==> src/rtl/spi_bus_arb.sv <==
// spi_bus_arb -- shares one SPI_mnrch master between two clients.
//   Client 0 is the A2D interface, client 1 the inertial-sensor interface.
//   One owner at a time is granted; its wrt/wdat are forwarded to the master,
//   the master's done is steered back to it, SS_n is demuxed per device and
//   MISO is muxed from the owning device. lockX keeps ownership across
//   back-to-back transfers (e.g. A2D channel-select + read pair).
//
// Optional feature macro: SPI_ARB_TMO_EN
//   defined   : an owner idling in OWN (no wrt) for TMO_CYC cycles is forcibly
//               released and tmo_err pulses for one cycle.
//   undefined : no watchdog, tmo_err tied 0.
//
// Ports
//   clk, rst_n            clock, async active-low reset
//   req0/1, lock0/1       client request / keep-bus-after-transfer
//   wrt0/1, wdat0/1       client start pulse and transmit word
//   gnt0/1                registered grant, one-hot or zero
//   done0/1               1-cycle completion pulse to owner
//   rd_data               last received word (passes through on spi_done)
//   spi_wrt, spi_wdat     to SPI_mnrch
//   spi_done, spi_rdat,
//   spi_SS_n              from SPI_mnrch
//   spi_MISO              to SPI_mnrch (muxed)
//   ss0_n/1_n, miso0/1    per-device select / MISO
//   tmo_err               forced-release pulse
module spi_bus_arb #(
  parameter int TMO_CYC = 4096,
  parameter int DW      = 16
) (
  input  logic          clk,
  input  logic          rst_n,
  input  logic          req0,
  input  logic          req1,
  input  logic          lock0,
  input  logic          lock1,
  input  logic          wrt0,
  input  logic          wrt1,
  input  logic [DW-1:0] wdat0,
  input  logic [DW-1:0] wdat1,
  output logic          gnt0,
  output logic          gnt1,
  output logic          done0,
  output logic          done1,
  output logic [DW-1:0] rd_data,
  output logic          spi_wrt,
  output logic [DW-1:0] spi_wdat,
  input  logic          spi_done,
  input  logic [DW-1:0] spi_rdat,
  input  logic          spi_SS_n,
  output logic          spi_MISO,
  output logic          ss0_n,
  output logic          ss1_n,
  input  logic          miso0,
  input  logic          miso1,
  output logic          tmo_err
);

  // Watchdog counter is 12 bits wide, so TMO_CYC must lie in 2..4096.
  if (TMO_CYC < 2 || TMO_CYC > 4096) begin : g_tmo_range_bad
    $error("spi_bus_arb: TMO_CYC out of range");
  end

  typedef enum logic [1:0] {IDLE, OWN, XFER} state_t;

  state_t        state, state_nxt;
  logic          own, own_nxt;
  logic          prio, prio_nxt;
  logic          gnt0_nxt, gnt1_nxt;
  logic [DW-1:0] rd_q;
  logic          req_o, wrt_o, lock_o, gnt_o;
  logic          tmo_hit;

  // Owner-selected views of the client signals
  assign req_o  = own ? req1  : req0;
  assign wrt_o  = own ? wrt1  : wrt0;
  assign lock_o = own ? lock1 : lock0;
  assign gnt_o  = gnt0 | gnt1;

  always_ff @(posedge clk or negedge rst_n) begin
    if (!rst_n) begin
      state <= IDLE;
      own   <= 1'b0;
      prio  <= 1'b0;
      gnt0  <= 1'b0;
      gnt1  <= 1'b0;
      rd_q  <= '0;
    end else begin
      state <= state_nxt;
      own   <= own_nxt;
      prio  <= prio_nxt;
      gnt0  <= gnt0_nxt;
      gnt1  <= gnt1_nxt;
      if (state == XFER && spi_done) rd_q <= spi_rdat;
    end
  end

  always_comb begin
    state_nxt = state;
    own_nxt   = own;
    prio_nxt  = prio;
    gnt0_nxt  = gnt0;
    gnt1_nxt  = gnt1;
    spi_wrt   = 1'b0;
    done0     = 1'b0;
    done1     = 1'b0;
    unique case (state)
      IDLE: begin
        if (req0 | req1) begin
          // Sole requester wins; on a tie prio picks the owner.
          own_nxt   = (req0 & req1) ? prio : req1;
          gnt0_nxt  = ~own_nxt;
          gnt1_nxt  = own_nxt;
          state_nxt = OWN;
        end
      end
      OWN: begin
        if (wrt_o && gnt_o) begin
          spi_wrt   = 1'b1;
          state_nxt = XFER;
        end else if (!req_o || tmo_hit) begin
          gnt0_nxt  = 1'b0;
          gnt1_nxt  = 1'b0;
          prio_nxt  = ~own;
          state_nxt = IDLE;
        end
      end
      XFER: begin
        // Completes even if the owner dropped req meanwhile.
        if (spi_done) begin
          done0 = ~own;
          done1 = own;
          if (lock_o) begin
            state_nxt = OWN;
          end else begin
            gnt0_nxt  = 1'b0;
            gnt1_nxt  = 1'b0;
            prio_nxt  = ~own;
            state_nxt = IDLE;
          end
        end
      end
      default: begin
        state_nxt = IDLE;
        gnt0_nxt  = 1'b0;
        gnt1_nxt  = 1'b0;
      end
    endcase
  end

  assign rd_data  = (state == XFER && spi_done) ? spi_rdat : rd_q;
  assign spi_wdat = gnt1 ? wdat1 : (gnt0 ? wdat0 : '0);
  assign ss0_n    = spi_SS_n | ~gnt0;
  assign ss1_n    = spi_SS_n | ~gnt1;
  assign spi_MISO = gnt1 ? miso1 : miso0;

`ifdef SPI_ARB_TMO_EN
  localparam logic [11:0] TMO_LAST = 12'(TMO_CYC - 1);

  logic [11:0] tmo_cnt;
  logic        tmo_q;

  assign tmo_hit = (state == OWN) && (tmo_cnt == TMO_LAST);

  // Counter sits at 0 outside OWN, so entering OWN (from IDLE or a locked
  // XFER) always starts a fresh window; a wrt also restarts it.
  always_ff @(posedge clk or negedge rst_n) begin
    if (!rst_n) begin
      tmo_cnt <= '0;
      tmo_q   <= 1'b0;
    end else begin
      tmo_q <= (state == OWN) && !(wrt_o && gnt_o) && req_o && tmo_hit;
      if (state != OWN || spi_wrt) tmo_cnt <= '0;
      else                         tmo_cnt <= tmo_cnt + 12'd1;
    end
  end

  assign tmo_err = tmo_q;
`else
  assign tmo_hit = 1'b0;
  assign tmo_err = 1'b0;
`endif

endmodule

==> config.mk <==
export PLATFORM = sky130hd
export DESIGN_NAME = spi_bus_arb
export DESIGN_NICKNAME = d
export VERILOG_FILES = /design/src/rtl/spi_bus_arb.sv
export SDC_FILE = /design/constraint.sdc
export NUM_CORES = 1
export LEC_CHECK = 0
export CAP_MARGIN = 20
export CORE_ASPECT_RATIO = 0.7
export CORE_MARGIN = 2
export CORE_UTILIZATION = 28
export DETAILED_ROUTE_END_ITERATION = 12
export HOLD_SLACK_MARGIN = 0.02
export MAX_ROUTING_LAYER = met4
export PLACE_DENSITY_LB_ADDON = 0.2
export SETUP_SLACK_MARGIN = 0.05
export SYNTH_ARGS = -nofsm -noshare
export SYNTH_HDL_FRONTEND = slang
export SYNTH_SLANG_ARGS = --single-unit
==> constraint.sdc <==
create_clock -name clk -period 3.6 [get_ports clk]
set_input_delay 0.54 -clock clk [delete_from_list [all_inputs] [get_ports clk]]
set_output_delay 0.54 -clock clk [all_outputs]
set_load 0.1 [all_outputs]
**Yosys cells after proc, flatten, opt, wreduce, memory -nomap -nowiden**

Index checks and enable logic that the tools add are counted.

- Equal/unequal tests: 8
- Multiplexer cells: 33
- Bitwise operators: 9
- Reduce and logical (&&, ||, !) cells: 8

Operators with widths:

| cell | count |
|---|---|
| $mux W16 | 3 |
| $mux W1 | 22 |
| $ne A2 B2 Y1 const B | 5 |
| $reduce_and A5 Y1 | 2 |
| $mux W2 | 4 |
| $pmux W1 S3 | 2 |
| $pmux W2 S3 | 1 |
| $not A1 Y1 | 4 |
| $or A1 B1 Y1 | 4 |
| $ne A3 B3 Y1 const B | 1 |
| $reduce_and A3 Y1 | 1 |
| $eq A2 B1 Y1 const B | 1 |
| $eq A2 B2 Y1 const B | 1 |
| $logic_and A1 B1 Y1 | 2 |
| $logic_not A2 Y1 | 1 |
| $pmux W1 S2 | 1 |
| $reduce_and A2 Y1 | 1 |
| $reduce_bool A2 Y1 | 1 |
| $and A1 B1 Y1 | 1 |

- Register bits after elaboration: 22
- Input port bits: 60
- Output and inout bits: 41
- Word-level logic and storage cells: 64

**Logic depth before layout (Yosys ltp)**

- Depth after elaboration: 5
- Mapped depth: 4
- Depth with buffers taken out: 4

**Least setup slack after synthesis**

Ideal clock, no wire load.

- Path type: reg2out
- Start: reg gnt1
- End: out spi_wdat[11]
- Arrival: 3.215 ns
- Required time: 3.060 ns
- Setup slack: -0.155 ns
- Stages on the path, launching flop included: 3
- Buffers on the path: 1
- Cell sequence: dfrtp_1 -> clkbuf_1 -> o21ai_0

- Word-level cells in the longest chain between the ends: 1

RTL lines:

| item | RTL line | text |
|---|---|---|
| start: declaration | 41 | `output logic gnt1,` |
| start signal: assignment | 92 | `gnt1 <= gnt1_nxt;` |
| $mux W16 | 151 | `assign spi_wdat = gnt1 ? wdat1 : (gnt0 ? wdat0 : '0);` |
| end: declaration | 46 | `output logic [DW-1:0] spi_wdat,` |

Every way passes these cells.

**Final worst setup path**

- Start: reg gnt1
- End: out spi_wdat[4]

The elaborated chain is that of the path after synthesis.

==> flow_summary.json <==
{
  "core_um2": 3990,
  "portBuffers": 99,
  "fillers": 347,
  "multi_input_area_um2": 603,
  "path_max_fanout": 24,
  "grt-ovfl-total": 0,
  "grt_pass1_vias": 1091,
  "avgSynthCellArea_um2": 11.9,
  "min_path_type": "in -> async",
  "grt_usage_pct": 15.7,
  "ys_ff_latch": 22,
  "diodes": 0,
  "crit_type": "reg -> out",
  "htree_levels": 1,
  "synth_cell_types": 31,
  "die_area_um2": 4800,
  "clk_pin_slew_ps": 80,
  "cts_sinks": 22,
  "maxSlewHeadroom_pct": 34.6,
  "regArea_um2": 551,
  "slew_viol_final": 0,
  "wl_met3_um": 234,
  "chipWidth_um": 82.0,
  "setup_viol": 0,
  "synthesis.nets": 160,
  "drt_iter0_markers": 53,
  "wl_met1_um": 1580,
  "synth_cells": 100,
  "grt_pass1_wl_um": 5530,
  "cts-root-buf": "clkbuf_8",
  "synth_top_area_share_pct": 46.2,
  "drtAntennaViolNets": 0,
  "cts-resized-gates": 0,
  "area_growth_syn_to_layout_pct": 84.7,
  "ys_top_cells_by_area": "dfrtp_1, mux2_1, a22o_1",
  "drv_cap": 0,
  "firstDrtPassIters": 3,
  "met2_length_um": 1850,
  "vias": 1174,
  "die_h_um": 58.6,
  "synthFlopType": "dfrtp_1",
  "synth_warnings": 0,
  "grt_antenna_before_repair": 0,
  "finalCritPeriodShare_pct": 78.9,
  "cts_tree": "yes",
  "numCtsBuffers": 3,
  "critPathCaptureType": "output port",
  "fmax_mhz": 352,
  "post-route-min-period_ps": 2840,
  "path_cells": "nor2b_1 > a22o_1 > buf_4",
  "fin_nets": 260,
  "cts_setup_buffers": 0,
  "slowest_delay_ps": 840,
  "synthArstFlopShare_pct": 100,
  "skew_ps": 4.96,
  "rsz0062_at_grt": "false",
  "synth_largest_area_cell": "dfrtp_1",
  "ys_top_cells_by_count": "dfrtp_1, a22o_1, mux2_1, nand2_1, mux2_2",
  "required_ps": 3060,
  "cts_hold_buf": 0,
  "synth_edf_count": 0,
  "status": "completed",
  "vias_per_cell": 4.68,
  "crit_slowest_cell": "nor2b_1",
  "yosysSeqAreaShare_pct": 46.2,
  "rows": 19,
  "yosysMostFrequentCell": "dfrtp_1",
  "dp_hpwl_um": 2990,
  "worstPathArrival_ps": 2300,
  "r2r_slack_ps": 1800,
  "final_core_util_pct": 55.1,
  "start_util_pct": 29.9,
  "worstSkewPairLatency_ps": 260,
  "wl_per_cell_um": 14.7,
  "worstMarginPinSlew_ps": 977,
  "topRoutingLayerUsed": "met4",
  "grt_start_max_net_pins": 25,
  "drc": 0,
  "clockBufferDepth": 2,
  "start_kind": "register",
  "final_layout_size_suffix_gt1_share_pct": 29.6,
  "synthesis.area_um2": 1190,
  "gp_congestion": 0.763,
  "drt-total-wl_um": 3700,
  "ioPinCount": 101,
  "hold_violations": 0
}
## flip-flops by register name, summed over array words and instances, names as in the netlist
name   count
rd_q      16
state      2
gnt0       1
gnt1       1
own        1
prio       1
## worst paths after layout
check                                   from              endpoint  cells after the start
setup / recovery            gnt1$_DFFE_PN0P_           spi_wdat[4]                      3
hold / removal                         rst_n     rd_q[4]$_DFF_PN0_                      1
setup reg to reg            gnt1$_DFFE_PN0P_      prio$_DFFE_PN0P_                      4
hold reg to reg            rd_q[4]$_DFF_PN0_     rd_q[4]$_DFF_PN0_                      1
max in group asynchronous              rst_n  state[1]$_DFFE_PN0P_                      2
min in group clk           rd_q[4]$_DFF_PN0_     rd_q[4]$_DFF_PN0_                      1
## per-layer routing
metal,GRT usage (%),vias up
met3,4.29,4
met1,20.0,571
li1,-,563
met2,25.1,36
met4,3.57,0
met5,-,-
## logic make-up after synthesis
| family | count (synthesis) | synth area share (%) |
|---|---|---|
| AOI/OAI and AO/OA | 25 | 17.2 |
| DFF | 22 | 46.2 |
| buffers and inverters | 7 | 3.25 |
| and+or+nand+nor | 24 | 12.9 |
| other | 1 | 0.314 |
| muxes | 21 | 20.1 |
## stage by stage
| stage | cell area (µm²) | hold WS [ps] | TNS [ps] | std cells | setup slack, ps |
|---|---|---|---|---|---|
| 2_1_floorplan | 1190 | 244 | -309 | 100 | -155 |
| 3_3_place_gp | 2120 | 470 | 0 | 246 | 1090 |
| 3_5_place_dp | 2120 | 478 | 0 | 246 | 1020 |
| 4_1_cts | 2170 | 496 | 0 | 250 | 732 |
| 5_1_grt | 2200 | 464 | 0 | 251 | 524 |
| 6_report | 2200 | 479 | 0 | 251 | 760 |
## cell type report
type | instances | share of cell area [%]
flip-flops and latches | 22 | 25.0
clock buffers | 4 | 2.50
multi-input cells | 71 | 27.4
inverters | 2 | 0.341
well taps | 52 | 2.95
repair buffers | 100 | 41.8
## critical path, delay by kind of cell (launching register included)
family	cells	cell delay (ps)
buf+inv	1	290
compound gates	1	250
simple gates	1	840
flops	1	650
## cells in the final DEF, fill, tap and decap left out, types with 2 or more instances in the layout
master            n
a21oi_1           2
a22o_1           14
a32o_1            2
buf_4            39
clkbuf_8          4
clkdlybuf4s50_1  60
dfrtp_1          22
inv_1             2
mux2_1           14
mux2_2            6
nand2_1           7
nand2b_1          3
nor2_1            4
o21ai_0           3
Power is left out: the tool's default activity adds up to more than one toggle a clock period on the data nets, which glitch-free logic cannot reach.
